==> config.mk <==
export PLATFORM = sky130hd
export DESIGN_NAME = ula_controle_mc_flat
export DESIGN_NICKNAME = d
export VERILOG_FILES = /design/src/rtl/ula_controle_mc_if.sv /design/src/rtl/ula_controle_mc.sv /design/src/flat_wrapper.sv
export SDC_FILE = /design/constraint.sdc
export NUM_CORES = 1
export LEC_CHECK = 0
export CAP_MARGIN = 15
export CORE_MARGIN = 2
export CORE_UTILIZATION = 33
export CTS_CLUSTER_DIAMETER = 80
export CTS_CLUSTER_SIZE = 25
export DETAILED_ROUTE_END_ITERATION = 8
export PLACE_DENSITY = 0.73
export SLEW_MARGIN = 20
export SYNTH_ARGS = -nofsm -noshare
export SYNTH_HDL_FRONTEND = slang
export SYNTH_SLANG_ARGS = --single-unit
==> constraint.sdc <==
create_clock -name clk -period 1 [get_ports clk]
set_input_delay 0.1 -clock clk [delete_from_list [all_inputs] [get_ports clk]]
set_output_delay 0.1 -clock clk [all_outputs]
set_load 0.005 [all_outputs]
==> src/rtl/ula_controle_mc_if.sv <==
// Control bundle between the multi-cycle main controller and the datapath/ALU.
// The controller connects as master: it reads the opcode, the function field and
// the ALU flag, and drives every control and debug line. The datapath side is slave.
interface ula_controle_mc_if;
    logic [3:0] Op;
    logic [2:0] Funct;
    logic       Zero;
    logic [2:0] ULAControl;
    logic       ALUSrcA;
    logic [1:0] ALUSrcB;
    logic       IorD;
    logic       IRWrite;
    logic       MemWrite;
    logic       RegWrite;
    logic       RegDst;
    logic       MemtoReg;
    logic [1:0] PCSrc;
    logic       PCEn;
    logic [3:0] State;

    modport master (
        input  Op, Funct, Zero,
        output ULAControl, ALUSrcA, ALUSrcB, IorD, IRWrite, MemWrite, RegWrite,
               RegDst, MemtoReg, PCSrc, PCEn, State
    );

    modport slave (
        output Op, Funct, Zero,
        input  ULAControl, ALUSrcA, ALUSrcB, IorD, IRWrite, MemWrite, RegWrite,
               RegDst, MemtoReg, PCSrc, PCEn, State
    );
endinterface

==> src/rtl/ula_controle_mc.sv <==
// Multi-cycle main control unit for the 8-bit processor. A 4-bit Moore FSM
// sequences fetch/decode/execute/memory/writeback. Outputs are decoded from
// the state only, except PCEn (uses Zero) and ULAControl in EXEC (uses Funct).
module ula_controle_mc (
    input  logic              clk,
    input  logic              rst_n,
    ula_controle_mc_if.master bus
);

    typedef enum logic [3:0] {
        S0Fetch   = 4'd0,
        S1Decode  = 4'd1,
        S2MemAdr  = 4'd2,
        S3MemRd   = 4'd3,
        S4MemWb   = 4'd4,
        S5MemWr   = 4'd5,
        S6Exec    = 4'd6,
        S7AluWb   = 4'd7,
        S8Branch  = 4'd8,
        S9AddiEx  = 4'd9,
        S10AddiWb = 4'd10,
        S11Jump   = 4'd11
    } state_e;

    localparam logic [3:0] OpRType = 4'b0000;
    localparam logic [3:0] OpLw    = 4'b0001;
    localparam logic [3:0] OpSw    = 4'b0010;
    localparam logic [3:0] OpBeq   = 4'b0011;
    localparam logic [3:0] OpAddi  = 4'b0100;
    localparam logic [3:0] OpJ     = 4'b0101;

    state_e r_state;
    state_e w_state_next;
    state_e w_state_eff;

    logic [2:0] w_ula_control;
    logic       w_alu_src_a;
    logic [1:0] w_alu_src_b;
    logic       w_iord;
    logic       w_ir_write;
    logic       w_mem_write;
    logic       w_reg_write;
    logic       w_reg_dst;
    logic       w_mem_to_reg;
    logic [1:0] w_pc_src;
    logic       w_pc_write;
    logic       w_branch;

    // State register; reset is sampled on the clock edge and wins mid-instruction.
    always_ff @(posedge clk) begin
        if (!rst_n) begin
            r_state <= S0Fetch;
        end else begin
            r_state <= w_state_next;
        end
    end

    // Next-state logic; Op is only looked at in DECODE and MEMADR.
    always_comb begin
        w_state_next = S0Fetch;
        case (r_state)
            S0Fetch: w_state_next = S1Decode;
            S1Decode: begin
                case (bus.Op)
                    OpRType:    w_state_next = S6Exec;
                    OpLw, OpSw: w_state_next = S2MemAdr;
                    OpBeq:      w_state_next = S8Branch;
                    OpAddi:     w_state_next = S9AddiEx;
                    OpJ:        w_state_next = S11Jump;
                    default:    w_state_next = S0Fetch;  // illegal op acts as a 2-cycle NOP
                endcase
            end
            S2MemAdr: begin
                if (bus.Op == OpLw) begin
                    w_state_next = S3MemRd;
                end else if (bus.Op == OpSw) begin
                    w_state_next = S5MemWr;
                end else begin
                    w_state_next = S0Fetch;
                end
            end
            S3MemRd:   w_state_next = S4MemWb;
            S6Exec:    w_state_next = S7AluWb;
            S9AddiEx:  w_state_next = S10AddiWb;
            default:   w_state_next = S0Fetch;  // S4/S5/S7/S8/S10/S11 and unused codes
        endcase
    end

    // While reset is low the outputs present FETCH decoding (State reads 0).
    assign w_state_eff = rst_n ? r_state : S0Fetch;

    // Moore output decode; anything not set for a state stays 0.
    always_comb begin
        w_ula_control = 3'b000;
        w_alu_src_a   = 1'b0;
        w_alu_src_b   = 2'b00;
        w_iord        = 1'b0;
        w_ir_write    = 1'b0;
        w_mem_write   = 1'b0;
        w_reg_write   = 1'b0;
        w_reg_dst     = 1'b0;
        w_mem_to_reg  = 1'b0;
        w_pc_src      = 2'b00;
        w_pc_write    = 1'b0;
        w_branch      = 1'b0;
        case (w_state_eff)
            S0Fetch: begin
                w_alu_src_b = 2'b01;
                w_ir_write  = 1'b1;
                w_pc_write  = 1'b1;
            end
            S1Decode: begin
                w_alu_src_b = 2'b11;  // PC + branch offset parked in ALUOut
            end
            S2MemAdr, S9AddiEx: begin
                w_alu_src_a = 1'b1;
                w_alu_src_b = 2'b10;
            end
            S3MemRd: begin
                w_iord = 1'b1;
            end
            S4MemWb: begin
                w_mem_to_reg = 1'b1;
                w_reg_write  = 1'b1;
            end
            S5MemWr: begin
                w_iord      = 1'b1;
                w_mem_write = 1'b1;
            end
            S6Exec: begin
                w_alu_src_a   = 1'b1;
                w_ula_control = bus.Funct;  // forwarded raw, 110/111 included
            end
            S7AluWb: begin
                w_reg_dst   = 1'b1;
                w_reg_write = 1'b1;
            end
            S8Branch: begin
                w_alu_src_a   = 1'b1;
                w_ula_control = 3'b001;
                w_pc_src      = 2'b01;
                w_branch      = 1'b1;
            end
            S10AddiWb: begin
                w_reg_write = 1'b1;
            end
            S11Jump: begin
                w_pc_src   = 2'b10;
                w_pc_write = 1'b1;
            end
            default: begin
            end
        endcase
    end

    assign bus.ULAControl = w_ula_control;
    assign bus.ALUSrcA    = w_alu_src_a;
    assign bus.ALUSrcB    = w_alu_src_b;
    assign bus.IorD       = w_iord;
    assign bus.RegDst     = w_reg_dst;
    assign bus.MemtoReg   = w_mem_to_reg;
    assign bus.PCSrc      = w_pc_src;
    assign bus.State      = w_state_eff;

    // Write enables are suppressed combinationally so a reset cycle never writes.
    assign bus.IRWrite  = rst_n & w_ir_write;
    assign bus.MemWrite = rst_n & w_mem_write;
    assign bus.RegWrite = rst_n & w_reg_write;
    assign bus.PCEn     = rst_n & (w_pc_write | (w_branch & bus.Zero));

endmodule

==> src/flat_wrapper.sv <==
// flat-port wrapper written by rule: the top's interface ports become plain ports
module ula_controle_mc_flat 
  (clk, rst_n, bus_Op, bus_Funct, bus_Zero, bus_ULAControl, bus_ALUSrcA, bus_ALUSrcB, bus_IorD, bus_IRWrite, bus_MemWrite, bus_RegWrite, bus_RegDst, bus_MemtoReg, bus_PCSrc, bus_PCEn, bus_State);
  ula_controle_mc_if bus_i ();
  input  logic clk;
  input  logic rst_n;
  input wire logic [$bits(bus_i.Op)-1:0] bus_Op;
  input wire logic [$bits(bus_i.Funct)-1:0] bus_Funct;
  input wire logic [$bits(bus_i.Zero)-1:0] bus_Zero;
  output wire logic [$bits(bus_i.ULAControl)-1:0] bus_ULAControl;
  output wire logic [$bits(bus_i.ALUSrcA)-1:0] bus_ALUSrcA;
  output wire logic [$bits(bus_i.ALUSrcB)-1:0] bus_ALUSrcB;
  output wire logic [$bits(bus_i.IorD)-1:0] bus_IorD;
  output wire logic [$bits(bus_i.IRWrite)-1:0] bus_IRWrite;
  output wire logic [$bits(bus_i.MemWrite)-1:0] bus_MemWrite;
  output wire logic [$bits(bus_i.RegWrite)-1:0] bus_RegWrite;
  output wire logic [$bits(bus_i.RegDst)-1:0] bus_RegDst;
  output wire logic [$bits(bus_i.MemtoReg)-1:0] bus_MemtoReg;
  output wire logic [$bits(bus_i.PCSrc)-1:0] bus_PCSrc;
  output wire logic [$bits(bus_i.PCEn)-1:0] bus_PCEn;
  output wire logic [$bits(bus_i.State)-1:0] bus_State;
  assign bus_i.Op = bus_Op;
  assign bus_i.Funct = bus_Funct;
  assign bus_i.Zero = bus_Zero;
  assign bus_ULAControl = bus_i.ULAControl;
  assign bus_ALUSrcA = bus_i.ALUSrcA;
  assign bus_ALUSrcB = bus_i.ALUSrcB;
  assign bus_IorD = bus_i.IorD;
  assign bus_IRWrite = bus_i.IRWrite;
  assign bus_MemWrite = bus_i.MemWrite;
  assign bus_RegWrite = bus_i.RegWrite;
  assign bus_RegDst = bus_i.RegDst;
  assign bus_MemtoReg = bus_i.MemtoReg;
  assign bus_PCSrc = bus_i.PCSrc;
  assign bus_PCEn = bus_i.PCEn;
  assign bus_State = bus_i.State;
  ula_controle_mc u_core (.clk(clk), .rst_n(rst_n), .bus(bus_i));
endmodule
-- Yosys cells after proc, flatten, opt, wreduce, memory -nomap -nowiden
Index checks and enable logic that the tools add are counted.
- register bits: 4
- word-level logic and storage cells: 54
- reductions and logical operators: 9
- bitwise operators: 6
- multiplexer cells: 17
- equality and inequality tests: 21
- operators by type and width (kind ; number):
    $eq A4 B3 Y1 const B ; 7
    $eq A4 B2 Y1 const B ; 6
    $pmux W4 S6 ; 1
    $eq A4 B4 Y1 const B ; 5
    $pmux W4 S5 ; 1
    $eq A4 B1 Y1 const B ; 3
    $logic_not A4 Y1 ; 3
    $mux W1 ; 9
    $mux W4 ; 2
    $reduce_or A2 Y1 ; 4
    $pmux W2 S3 ; 1
    $pmux W3 S2 ; 1
    $and A1 B1 Y1 ; 5
    $pmux W2 S2 ; 1
    $reduce_or A4 Y1 ; 1
    $mux W3 ; 1
    $reduce_or A3 Y1 ; 1
    $or A1 B1 Y1 ; 1

-- Logic depth before layout (Yosys ltp)
Gate-level depths: netlist (run 1).
- depth after elaboration: 6
- mapped depth: 5
- depth with buffers taken out: 4

-- Least setup slack after synthesis (run 1)
OpenSTA, ideal clock, no wires.
- path type: register to register
- start point: register u_core.r_state[1]
- end point: register u_core.r_state[2]
- clock period less this slack: 1.065 ns
- required time: 0.877 ns
- path buffers: 0
- arrival time: 0.941 ns
- stages on the path, launching flop included: 5
- setup slack: -0.065 ns
- cells stage by stage: dfxtp_1 > and2b_4 > and2_1 > o21ai_2 > a21oi_1
- word-level cells in the longest chain between the ends: 2
- elaborated cells on any way between the ends: 7
- those cells by class: eq/ne: 5; mux: 1; reduce/logical: 1
- RTL lines (what ; RTL line ; text):
    start, declared ; ula_controle_mc.sv:32 ; state_e r_state;
    start signal, assigned ; ula_controle_mc.sv:52 ; r_state <= S0Fetch;
    start signal, assigned ; ula_controle_mc.sv:54 ; r_state <= w_state_next;
    $eq A4 B4 Y1, or another cell as far along ; ula_controle_mc.sv:61 ; case (r_state)
    $pmux W4 S6 (*) ; ula_controle_mc.sv:61 ;
Mark *: on every way between the ends. The rest lies on a longest branch, timed or not.
A chain may end at the register's enable or synchronous reset.

-- Worst setup path after layout (run 1)
- start point: register u_core.r_state[0]
- end point: output port bus_ALUSrcA
- word-level cells in the longest chain between the ends: 4
- elaborated cells on any way between the ends: 7
- those cells by class: eq/ne: 4; mux: 2; reduce/logical: 1
- RTL lines (what ; RTL line ; text):
    $mux W4 (*) ; ula_controle_mc.sv:90 ; assign w_state_eff = rst_n ? r_state : S0Fetch;
    $eq A4 B3 Y1, or another cell as far along ; ula_controle_mc.sv:106 ; case (w_state_eff)
    $reduce_or A4 Y1 (no line) (*) ; n/a ;
    $mux W1 (*) ; ula_controle_mc.sv:106 ;
    end, declared ; flat_wrapper.sv:11 ; output wire logic [$bits(bus_i.ALUSrcA)-1:0] bus_ALUSrcA;
Marks and branches as above.

==> results.md, run 1 <==
* Status: finished, violations left
* Failing checks: setup timing
* Pin count of the biggest net entering global routing at 8
* Most frequent cells in the layout: buf_6, buf_4, buf_2
* Fin. Hold Viols at 0
* Hold WS at 468 ps
* Final ANT Viol Nets at 0
* Iteration-0 DRC Markers at 43
* GRT Total Usage at 0.286
* Number of max-slew violations in the final report at 0
* Worst path required time at ~900 ps
* CP max stage cell: dfxtp_4
* Total of max-cap violations at 0
* N_diodes at 0
* Synth Cell Area at ~520 sq um
* Row count at 14
* Final Setup Violations at 23
* Placed cell areas at slightly below 0.001 sq mm
* First-pass GRT wire length at between 4 and 5 mm
* Skew-Pair Late Insertion Delay at 260 ps
* Multi-input gate area at 553 sq um
* Initial DRT Pass Iterations at 4
* Fin crit period at around 1500 ps
* Max_slew headroom at 0.749
* Mapped Cells at 75
* Critical path class: reg2out
* Synth warn at 0
* Core Box Area at 0.00149 sq mm
* Min-Delay Path Class: in2reg
* Max reg flops at 4
* Worst path top cell family by delay: simple AND/OR/NAND/NOR gates
* Clock-pin slew on the worst setup and hold paths at roughly 60 ps
* Overall Power at about 0.93 mW
* Die Span Y at roughly 44 um
* Detailed-route via count at 907
* Initial Util at 0.352
* Synth async-reset ratio at 0
* Final worst-path cycle share at 1.49
* Top cell type's share of synthesized area at 0.153
* Share of layout cells above drive strength 1 at 0.741
* RSZ-0062 raised after global routing: true
* Most common cell after layout, fill and taps aside: buf_6
* GPL Wtd Cong at around 0.91
* Wire length per cell at ~20 um
* Clock Skew at between 10 and 15 ps
* I/O Pins at 29
* IO Port Bufs at 28
* FILL cells at 74
* Final Core Density at 0.851
* Remaining DRCs at 0
* Total routed wirelength at 3.10 mm
* Area delta synth->final at 142%
* WP buf/inv at 2
* Worst setup SP type: flip-flop
* Main flop type after synthesis: dfxtp_1
* IR drop worst, VDD at 556 uV
* PD cells at 735 mW/mm^2
* Post-CTS Hold Buffers at 0
* Post-synth EDFFs at 0
* Kind of end point of the critical path: output port
* Synthesized net count at 85
* Initial antenna violation count at 0
* Flops & latches, synth at 4
* CTS root buf: clkbuf_4
* Crit-path max cell delay at 360 ps
* CP Cell Sequence: nand2b_4 > buf_6 > nor2_4 > a21oi_2 > nor2b_1 > buf_2
* Largest area contributor in the netlist: dfxtp_1
* Nets at 150
* Worst-case clock buffer depth at 2
* Vias per inst at 5.85
* Finished Cell Area at 0.00127 sq mm
* Setup TNS at -7710 ps
* Synth unique cells at 34
* Leakage at 0.588 nW
* Final HPWL DP at 1.55 mm
* CP max FO at 4
* CTS buffer count at 3
* Largest regs: u_core.r_state: 4 flops
* Syn Area/Cell at roughly 7 sq um
* Storage element area at ~95 sq um
* Max Freq at 0.670 GHz
* CTS HTree Levels at 1
* Vias in the first global route at 818
* Worst-Margin Slew at 373 ps
* Top reg by flops: u_core.r_state
* Die ar. at approximately 0.0019 sq mm
* Worst setup margin at -493 ps
* Register area share after synthesis at 0.153
* Largest cells by area after synthesis: dfxtp_1, nor2_1, buf_6
* Crit path DAT at 1390 ps
* Total grt overflow at 0
* CTS tree: built
* Die W at roughly 44 um
* Clock sinks at 4
power breakdown:
part	total, mW	switching [mW]	internal (mW)
clock network	0.257	0.105	0.152
logic	0.491	0.220	0.271
registers	0.183	0.0182	0.165
total	0.931	0.343	0.588
per-stage QoR:
stage,cells,setup WS (ps)
detailed placement,138,-620
CTS,151,-437
finish,155,-493
floorplan,75,-30.8
global route,155,-516
global placement,138,-607
worst reg2reg max path: cells and delay by family (launching register included):
| family | cells | cell delay [ps] |
|---|---|---|
| buffers and inverters | 3 | 360 |
| AO/OA/AOI/OAI | 2 | 230 |
| AND/OR/NAND/NOR | 2 | 340 |
| flip-flops | 1 | 390 |
layer usage:
layer  share of wire  track usage
met3           0.089       0.0375
met1            0.39        0.358
met5               0            0
met4           0.045        0.158
met2            0.48        0.468
cells in the mapped netlist (2+ instances only):
cell type,n
nor2_1,13
nand2_1,7
nor4_1,2
a21oi_1,6
nor3_1,3
and3_1,2
nand2b_4,2
a31oi_1,2
inv_2,4
nand3_1,2
buf_6,3
and2_1,4
dfxtp_1,4
timing repair:
action | in CTS | in global routing
pin swaps | 11 | 13
gates resized for setup | 110 | 27
buffers inserted | 9 | 6
endpoints found under the setup margin | 23 | 23
final timing paths:
path | cells past startpoint | start | slack (ps) | endpoint
worst min register to register | 3 | u_core.r_state[1] | 700 | u_core.r_state[3]
worst max-delay path | 6 | u_core.r_state[0] | -490 | bus_ALUSrcA
worst min-delay path | 4 | bus_Op[0] | 470 | u_core.r_state[1]
worst max register to register | 7 | u_core.r_state[1] | -430 | u_core.r_state[1]
cell type report:
cell class,instances,area share
inverter,4,0.0138
timing repair buffer,65,0.438
sequential,4,0.0750
tap,16,0.0158
clock buffer,4,0.0207
multi-input combinational,62,0.436
logic make-up after synthesis:
kind of cell | Yosys count | share of synthesized area
buf+inv | 9 | 0.110
flops | 4 | 0.153
compound gates | 17 | 0.229
simple gates | 42 | 0.456
mux | 1 | 0.0191
xor+xnor | 2 | 0.0334
(Power assumes the default switching activity.)
==> inputs of run 2 (changes only) <==
--- a/config.mk
+++ b/config.mk
@@ -11,3 +11,3 @@
 export CTS_CLUSTER_DIAMETER = 80
-export CTS_CLUSTER_SIZE = 25
+export CTS_CLUSTER_SIZE = 24
 export DETAILED_ROUTE_END_ITERATION = 8
==> constraint.sdc (replaced) <==
create_clock -name clk -period 1 [get_ports clk]
set_input_delay 0.2 -clock clk [delete_from_list [all_inputs] [get_ports clk]]
set_output_delay 0.2 -clock clk [all_outputs]
set_load 0.005 [all_outputs]
==> run 2 against run 1 <==
Compared with the run above: the flow still finishes with violations (setup timing); fmax is 4.9% lower; sequential power hardly changed; via count is 5.2% higher; core utilization is 8.5 points higher; setup slack worse by 78 ps; count of clock-buffer cells in the layout is 1 lower; total power is 5.9% lower; largest cell class unchanged; first-iteration DRC count is 19% lower; cell area is 10% higher; routed wire length is 7.1% higher; critical path depth stayed put; register-to-register slack better by 50 ps.
==> results.md, run 2 (synthesis gave the netlist of run 1 again) <==
* Initial DRT Pass Iterations at 4
* Nets at 167
* Die W at 43.9 um
* CTS tree: built
* Core Box Area at between 0.001 and 0.0015 sq mm
* Die Span Y at 43.9 um
* Share of layout cells above drive strength 1 at 0.735
* WP buf/inv at 2
* I/O Pins at 29
* Sequential share of power at 0.209
* Number of max-slew violations in the final report at 0
* Initial Util at 0.352
* Multi-input gate area at around 560 sq um
* Crit path DAT at 1370 ps
* Worst-case clock buffer depth at 2
* N_diodes at 0
* Comb pwr share at 0.544
* CP max stage cell: dfxtp_4
* Initial antenna violation count at 0
* Post-CTS Hold Buffers at 0
* Final Core Density at 0.936
* Worst path required time at 800 ps
* Pin count of the biggest net entering global routing at 8
* Worst setup margin at -571 ps
* Placed cell areas at 0.00104 sq mm
* Worst path top cell family by delay: simple AND/OR/NAND/NOR gates
* Worst setup SP type: flip-flop
* Hold WS at 574 ps
* Min-Delay Path Class: in2reg
* CTS buffer count at 3
* Iteration-0 DRC Markers at 35
* Worst-Margin Slew at 420 ps
* Critical path class: reg2out
* GRT Total Usage at 0.284
* IR drop worst, VDD at about 1000 uV
* Clock Skew at 6.78 ps
* Row count at 14
* Max Freq at 0.636 GHz
* Pre-CTS setup slack at -808 ps
* Max_slew headroom at 0.717
* Storage element area at 95.1 sq um
* Psw at 0.315 mW
* CTS HTree Levels at 1
* FILL cells at 50
* Met3 Use GR at 0.0417
* Detailed-route via count at 954
* Failing checks: setup timing
* Power Internal at roughly 0.56 mW
* Most common cell after layout, fill and taps aside: buf_4
* Most frequent cells in the layout: buf_4, buf_6, buf_2
* Total of max-cap violations at 0
* Final ANT Viol Nets at 0
* Fin crit period at between 1500 and 2000 ps
* Vias in the first global route at 877
* Vias per inst at 5.58
* Status: finished, violations left
* Wire length per cell at between 15 and 20 um
* Skew-Pair Late Insertion Delay at 250 ps
* PD cells at 629 mW/mm^2
* Clock share of power at 0.247
* Kind of end point of the critical path: output port
* Remaining DRCs at 0
* Clock sinks at 4
* RSZ-0062 raised after global routing: true
* Fin. Hold Viols at 0
* Die ar. at 0.00192 sq mm
* Total routed wirelength at 3.32 mm
* Max reg flops at 4
* CP Cell Sequence: nand2b_4 > buf_6 > nor2_4 > a21oi_2 > nor2b_1 > buf_2
* Final Setup Violations at 23
* IO Port Bufs at 28
* First-pass GRT wire length at 4.08 mm
* Largest regs: u_core.r_state: 4 flops
* Switching Fraction at 0.359
* GPL Wtd Cong at 0.863
* Crit-path max cell delay at 360 ps
* Finished Cell Area at 0.00139 sq mm
* Top reg by flops: u_core.r_state
* CP max FO at 4
* Area delta synth->final at 166%
* CTS root buf: clkbuf_4
* Routing usage on met1 at 0.348
* Leakage at about 0.67 nW
* Final worst-path cycle share at 1.57
* Met2 usage at 0.488
* Total grt overflow at 0
* GRT busiest layer: met2
* Clock-pin slew on the worst setup and hold paths at ~40 ps
* Final HPWL DP at 1.49 mm
## run 2: per-layer routing
metal  wire [um]  part of all wire  vias to the layer above
li1            -                 -                      425
met1        1280              0.39                      450
met2        1630              0.49                       58
met3         224             0.067                       21
met4         187             0.056                        0
met5           0                 0                        -
## run 2: final cells by class
type	count	share of cell area
Clock buffer	3	0.0162
Inverter	4	0.0108
Sequential cell	4	0.0682
Tap cell	16	0.0144
Multi-Input combinational cell	62	0.401
Timing Repair Buffer	82	0.489
## run 2: power groups by stage
| stage | sequential (mW) | clock, mW | combinational (mW) |
|---|---|---|---|
| after floorplan | 0.188 | 0 | 0.152 |
| after global placement | 0.195 | 0 | 0.325 |
| after detailed placement | 0.195 | 0 | 0.331 |
| after CTS | 0.179 | 0.206 | 0.387 |
| after global routing | 0.183 | 0.237 | 0.500 |
| final | 0.183 | 0.216 | 0.477 |
## run 2: what timing repair did
item,4_1_cts,5_1_grt
endpoints found under the setup margin,23,23
resized for setup,106,24
pin swaps,12,12
setup buffers,16,13
## run 2: path summary, 6_finish.rpt
kind / slack, ps / from / end / cells after the start
min: 570 / bus_Op[1] / u_core.r_state[1] / 5
min reg2reg: 610 / u_core.r_state[1] / u_core.r_state[2] / 2
max: -570 / u_core.r_state[0] / bus_ALUSrcA / 6
max reg2reg: -380 / u_core.r_state[2] / u_core.r_state[1] / 6
## run 2: worst min-delay path: cells and delay by family
kind | cells | cell delay (ps)
buffers and inverters | 3 | 440
and+or+nand+nor | 1 | 70
AOI/OAI and AO/OA | 1 | 70
## run 2: metrics by stage
| stage | total power [mW] | instances | TNS [ps] |
|---|---|---|---|
| 4_1_cts | 0.771 | 161 | -8000 |
| 5_1_grt | 0.920 | 171 | -9830 |
| 3_5_place_dp | 0.526 | 142 | -15950 |
| 2_1_floorplan | 0.340 | 75 | -227 |
| 6_report | 0.876 | 171 | -8920 |
| 3_3_place_gp | 0.520 | 142 | -15450 |
